**config.mk**
```make
export PLATFORM = sky130hd
export DESIGN_NAME = awgn_output_stage
export DESIGN_NICKNAME = d
export VERILOG_FILES = /design/src/rtl/awgn_pkg.sv /design/src/rtl/awgn_mul_round.sv /design/src/rtl/awgn_output_stage.sv
export SDC_FILE = /design/constraint.sdc
export NUM_CORES = 1
export LEC_CHECK = 0
export ABC_CLOCK_PERIOD_IN_PS = 10400
export BUFFER_PORTS_ARGS = -buffer_cell sky130_fd_sc_hd__buf_4
export CAP_MARGIN = 20
export CORE_MARGIN = 2
export CORE_UTILIZATION = 66
export CTS_CLUSTER_DIAMETER = 80
export DETAILED_ROUTE_END_ITERATION = 6
export PLACE_DENSITY = 0.88
export SETUP_SLACK_MARGIN = 0.5
export SKIP_LAST_GASP = 1
export SLEW_MARGIN = 0
export SYNTH_ARGS = -nofsm -noshare
export SYNTH_HDL_FRONTEND = slang
export SYNTH_HIERARCHICAL = 1
export SYNTH_SLANG_ARGS = --single-unit
```
**constraint.sdc**
```tcl
create_clock -name clk -period 10.4 [get_ports clk]
set_clock_uncertainty 0.05 [all_clocks]
set_input_delay 2.6 -clock clk [delete_from_list [all_inputs] [get_ports clk]]
set_output_delay 2.6 -clock clk [all_outputs]
set_load 0.02 [all_outputs]
```
**src/rtl/awgn_pkg.sv**
```systemverilog
// Shared constants and FSM encoding for the AWGN Box-Muller pipeline stages.
package awgn_pkg;

  localparam int unsigned F_W   = 17;
  localparam int unsigned G_W   = 16;
  localparam int unsigned X_W   = 16;
  localparam int unsigned SHIFT = 17;
  localparam int unsigned CNT_W = 32;
  // {1'b0,f} * g product width
  localparam int unsigned P_W   = F_W + 1 + G_W;

  typedef enum logic [1:0] {
    ST_EMPTY = 2'd0,
    ST_SEND0 = 2'd1,
    ST_SEND1 = 2'd2
  } state_e;

endpackage

```
**src/rtl/awgn_mul_round.sv**
```systemverilog
// One Box-Muller branch: f*g product (feeds the S1 register) and the
// round-half-up / saturate of the registered product back to s16.11.
module awgn_mul_round
  import awgn_pkg::*;
(
  input  logic [F_W-1:0] f_i,
  input  logic [G_W-1:0] g_i,
  output logic [P_W-1:0] p_o,
  input  logic [P_W-1:0] p_i,
  output logic [X_W-1:0] x_o
);

  localparam logic [P_W-1:0] HALF = {{(P_W-SHIFT){1'b0}}, 1'b1, {(SHIFT-1){1'b0}}};

  logic signed [P_W-1:0] f_ext;
  logic signed [P_W-1:0] g_ext;
  logic        [P_W-1:0] biased;
  logic signed [P_W-1:0] shifted;
  logic        [P_W-X_W:0] upper;

  assign f_ext = {{(P_W-F_W){1'b0}}, f_i};
  assign g_ext = {{(P_W-G_W){g_i[G_W-1]}}, g_i};
  assign p_o   = f_ext * g_ext;

  assign biased  = p_i + HALF;
  assign shifted = $signed(biased) >>> SHIFT;
  assign upper   = shifted[P_W-1:X_W-1];

  // In range only when every bit above the output sign bit matches it.
  always_comb begin
    x_o = shifted[X_W-1:0];
    if (!((&upper) || (~|upper))) begin
      x_o = shifted[P_W-1] ? {1'b1, {(X_W-1){1'b0}}} : {1'b0, {(X_W-1){1'b1}}};
    end
  end

endmodule

```
**src/rtl/awgn_output_stage.sv**
```systemverilog
// Box-Muller output stage: f*sin / f*cos, rounded to s16.11, serialised
// as x0 then x1 on a valid/ready stream with a delivered-sample counter.
module awgn_output_stage
  import awgn_pkg::*;
(
  input  logic             clk,
  input  logic             rst,
  input  logic             in_valid,
  output logic             in_ready,
  input  logic [F_W-1:0]   f,
  input  logic [G_W-1:0]   g0,
  input  logic [G_W-1:0]   g1,
  output logic             out_valid,
  input  logic             out_ready,
  output logic [X_W-1:0]   out_data,
  output logic             out_idx,
  output logic [CNT_W-1:0] sample_cnt
);

  logic             s1_valid_q;
  logic [P_W-1:0]   p0_q, p1_q;
  logic [P_W-1:0]   p0_d, p1_d;
  logic [X_W-1:0]   x0_d, x1_d;
  logic [X_W-1:0]   x1_q;
  state_e           state_q;
  logic             out_valid_q;
  logic [X_W-1:0]   out_data_q;
  logic             out_idx_q;
  logic [CNT_W-1:0] cnt_q;
  logic             pair_load;
  logic             accept;

  awgn_mul_round u_branch0 (
    .f_i (f),
    .g_i (g0),
    .p_o (p0_d),
    .p_i (p0_q),
    .x_o (x0_d)
  );

  awgn_mul_round u_branch1 (
    .f_i (f),
    .g_i (g1),
    .p_o (p1_d),
    .p_i (p1_q),
    .x_o (x1_d)
  );

  always_comb begin
    pair_load = s1_valid_q &&
                ((state_q == ST_EMPTY) || ((state_q == ST_SEND1) && out_ready));
    in_ready  = !s1_valid_q || pair_load;
    accept    = in_valid && in_ready;
  end

  // out_data holds x0 directly on load; x1 waits in x1_q until SEND1.
  always_ff @(posedge clk) begin
    if (rst) begin
      s1_valid_q  <= 1'b0;
      p0_q        <= '0;
      p1_q        <= '0;
      x1_q        <= '0;
      state_q     <= ST_EMPTY;
      out_valid_q <= 1'b0;
      out_data_q  <= '0;
      out_idx_q   <= 1'b0;
      cnt_q       <= '0;
    end else begin
      if (accept) begin
        s1_valid_q <= 1'b1;
        p0_q       <= p0_d;
        p1_q       <= p1_d;
      end else if (pair_load) begin
        s1_valid_q <= 1'b0;
      end

      if (out_valid_q && out_ready) begin
        cnt_q <= cnt_q + CNT_W'(1);
      end

      case (state_q)
        ST_EMPTY: begin
          if (pair_load) begin
            state_q     <= ST_SEND0;
            out_valid_q <= 1'b1;
            out_data_q  <= x0_d;
            out_idx_q   <= 1'b0;
            x1_q        <= x1_d;
          end
        end
        ST_SEND0: begin
          if (out_ready) begin
            state_q    <= ST_SEND1;
            out_data_q <= x1_q;
            out_idx_q  <= 1'b1;
          end
        end
        ST_SEND1: begin
          if (out_ready) begin
            if (pair_load) begin
              state_q    <= ST_SEND0;
              out_data_q <= x0_d;
              out_idx_q  <= 1'b0;
              x1_q       <= x1_d;
            end else begin
              state_q     <= ST_EMPTY;
              out_valid_q <= 1'b0;
            end
          end
        end
        default: begin
          state_q     <= ST_EMPTY;
          out_valid_q <= 1'b0;
        end
      endcase
    end
  end

  assign out_valid  = out_valid_q;
  assign out_data   = out_data_q;
  assign out_idx    = out_idx_q;
  assign sample_cnt = cnt_q;

endmodule

```
==> flow_metrics.env <==
export IMPL_post_cts_resized=0
export IMPL_area_growth_pct=4.38
export IMPL_detail_route_antenna_nets=0
export IMPL_rsz0062_at_grt="false"
export IMPL_gp_congestion=0.949
export IMPL_ctsHtreeMaxLevel=3
export IMPL_post_place_ws_ns=1.50
export IMPL_cts_made_buffers=9
export IMPL_r2r_setup_slack_ns=7.54
export IMPL_max_clock_freq_ghz=0.116
export IMPL_timing_rr_end="out_data[5]$_SDFFE_PP0P_"
export IMPL_clockBufferDepth=2
export IMPL_r2r_start="p0_q[18]$_SDFFE_PP0P_"
export IMPL_drv_slew=0
export IMPL_first_pass_iters=5
export IMPL_num_rows=69
export IMPL_finalHoldViolations=0
export IMPL_critical_path_cell_chain="buf_4 -> nand2_1 -> fa_1 -> fa_1 -> fa_1 -> inv_1 -> fa_1 -> fa_1 -> inv_1 -> fa_1 -> inv_1 -> ha_1 -> a21oi_2 -> o21ai_1 -> a21boi_0 -> o221ai_1 -> a221oi_1 -> nor2_1 -> or3b_1 -> nand3_1 -> a21oi_1"
export IMPL_instances_no_fill=3294
export IMPL_period_needed_ns=8.62
export IMPL_status="finished, final reports clean"
export IMPL_worstSetupPathType="primary input to flop"
export IMPL_grt_pass1_vias=20900
export IMPL_fin_ws_ns=1.78
export IMPL_clk_pin_slew_ns=0.07
export IMPL_start_util=0.674
export IMPL_maxSlewHeadroom=0.272
export IMPL_grtUsageTotal=0.326
export IMPL_met1_usage=0.426
export IMPL_max_cap_violations=0
export IMPL_n_fill_cell=2595
export IMPL_vias_per_cell=5.98
export IMPL_drive_above_1_share=0.0572
export IMPL_cts_num_sinks=105
export IMPL_worst_endpoint_arrival_ns=8.75
export IMPL_drc_errors=0
export IMPL_grt_pass1_wl_um=101000
export IMPL_ios=104
export IMPL_cp_slowest_stage_delay_ns=0.54
export IMPL_crit_start="f[12]"
export IMPL_critPathLaunchType="primary input"
export IMPL_gr_usage_met2=0.541
export IMPL_via_count=19700
export IMPL_fin_crit_sh=0.828
export IMPL_grt_antenna_before_repair=0
export IMPL_critPathMaxFanout=32
export IMPL_nets=3548
export IMPL_r2r_cells=10
export IMPL_crit_path_top_delay_cell="fa_1"
export IMPL_cp_end_kind="flop"
export IMPL_finalSetupViolCount=0
export IMPL_detail_route_iter0_violations=1805
export IMPL_post_cts_setup_buffer_count=0
export IMPL_avgSynthCellArea_um2=8.42
export IMPL_syn_instance_count=2862
export IMPL_synth_cell_area_um2=24100
export IMPL_die_x_um=195
export IMPL_ctsHoldBuffers=0
export IMPL_finalSetupTns_ns=0
export IMPL_grt_busiest_layer="met2"
export IMPL_synthesis_nets=3582
export IMPL_tightestPinTransition_ns=1.09
export IMPL_path_common_cell="fa_1"
export IMPL_routed_wl_um=60200
export IMPL_required_ns=10.54
export IMPL_cts_root_buf="clkbuf_16"
export IMPL_yosys_warnings=6
export IMPL_core_area_um2=35700
export IMPL_place_inst=3274
export IMPL_met3_usage=0.0587
export IMPL_antennaDiodeCount=0
export IMPL_die_area_um2=38000
export IMPL_io_buffers=103
export IMPL_grt_max_degree=110
export IMPL_clk_latency_ns=0.35
export IMPL_routedWlPerCell_um=18.3
export IMPL_cts_tree="built"
export IMPL_die_y_um=195
export IMPL_grt_remaining_overflow=0
export IMPL_hold_class="flop to flop"
export IMPL_final_core_util=0.703
export IMPL_dp_hpwl_um=47400
export IMPL_critical_path_endpoint="p1_q[32]$_SDFFE_PP0P_"
worst max-delay path: cells and delay by family:
family	cells	cell delay [ns]
AND/OR/NAND/NOR	4	0.69
AO/OA/AOI/OAI	6	1.51
adder cells (fa/ha/maj)	7	3.44
buffers and inverters	4	0.49
cell type report:
| type | count | area [um2] | share of cell area |
|---|---|---|---|
| tap | 461 | 577 | 0.0229 |
| clock inverter | 6 | 52.6 | 0.00209 |
| timing repair buffer | 107 | 812 | 0.0323 |
| clock buffer | 10 | 239 | 0.00951 |
| sequential | 105 | 2100 | 0.0836 |
| multi-input combinational | 2059 | 19300 | 0.768 |
| inverter | 546 | 2050 | 0.0815 |
stage by stage:
step	hold WS [ns]	area [um2]
floorplan	0.381	24100
global placement	0.395	24800
detailed placement	0.397	24800
CTS	0.407	25100
global route	0.428	25100
finish	0.403	25100
state kept, by name, indices dropped and copies added, names as in the netlist:
name / cells
out_data: 16
out_idx: 1
out_valid: 1
p0_q: 18
p1_q: 18
s1_valid_q: 1
sample_cnt: 32
state_q: 2
x1_q: 16
per-layer routing:
layer	vias up	share of wire
met5	-	0
met4	0	0.034
met3	181	0.082
met2	975	0.48
met1	9691	0.41
li1	8841	-
cell usage in the layout (no fill, tap or decap), drive strengths merged, types with 32 or more instances in the layout:
cell / n
dfxtp: 105
nand2: 356
buf: 106
xnor2: 48
a21oi: 150
and2: 259
xor2: 32
fa: 416
inv: 547
o21ai: 96
nand3: 77
nor2: 101
ha: 251
worst min path at each step:
stage	start	to	cells after the start
floorplan	x1_q[0]$_SDFFE_PP0P_	x1_q[0]$_SDFFE_PP0P_	2
CTS	x1_q[13]$_SDFFE_PP0P_	x1_q[13]$_SDFFE_PP0P_	2
global placement	x1_q[11]$_SDFFE_PP0P_	x1_q[11]$_SDFFE_PP0P_	2
global route	x1_q[12]$_SDFFE_PP0P_	x1_q[12]$_SDFFE_PP0P_	2
detailed placement	x1_q[13]$_SDFFE_PP0P_	x1_q[13]$_SDFFE_PP0P_	2
finish	x1_q[13]$_SDFFE_PP0P_	x1_q[13]$_SDFFE_PP0P_	2
Power is not shown: default switching activity piles up to over one toggle a cycle in this logic, so the estimate is an artifact.
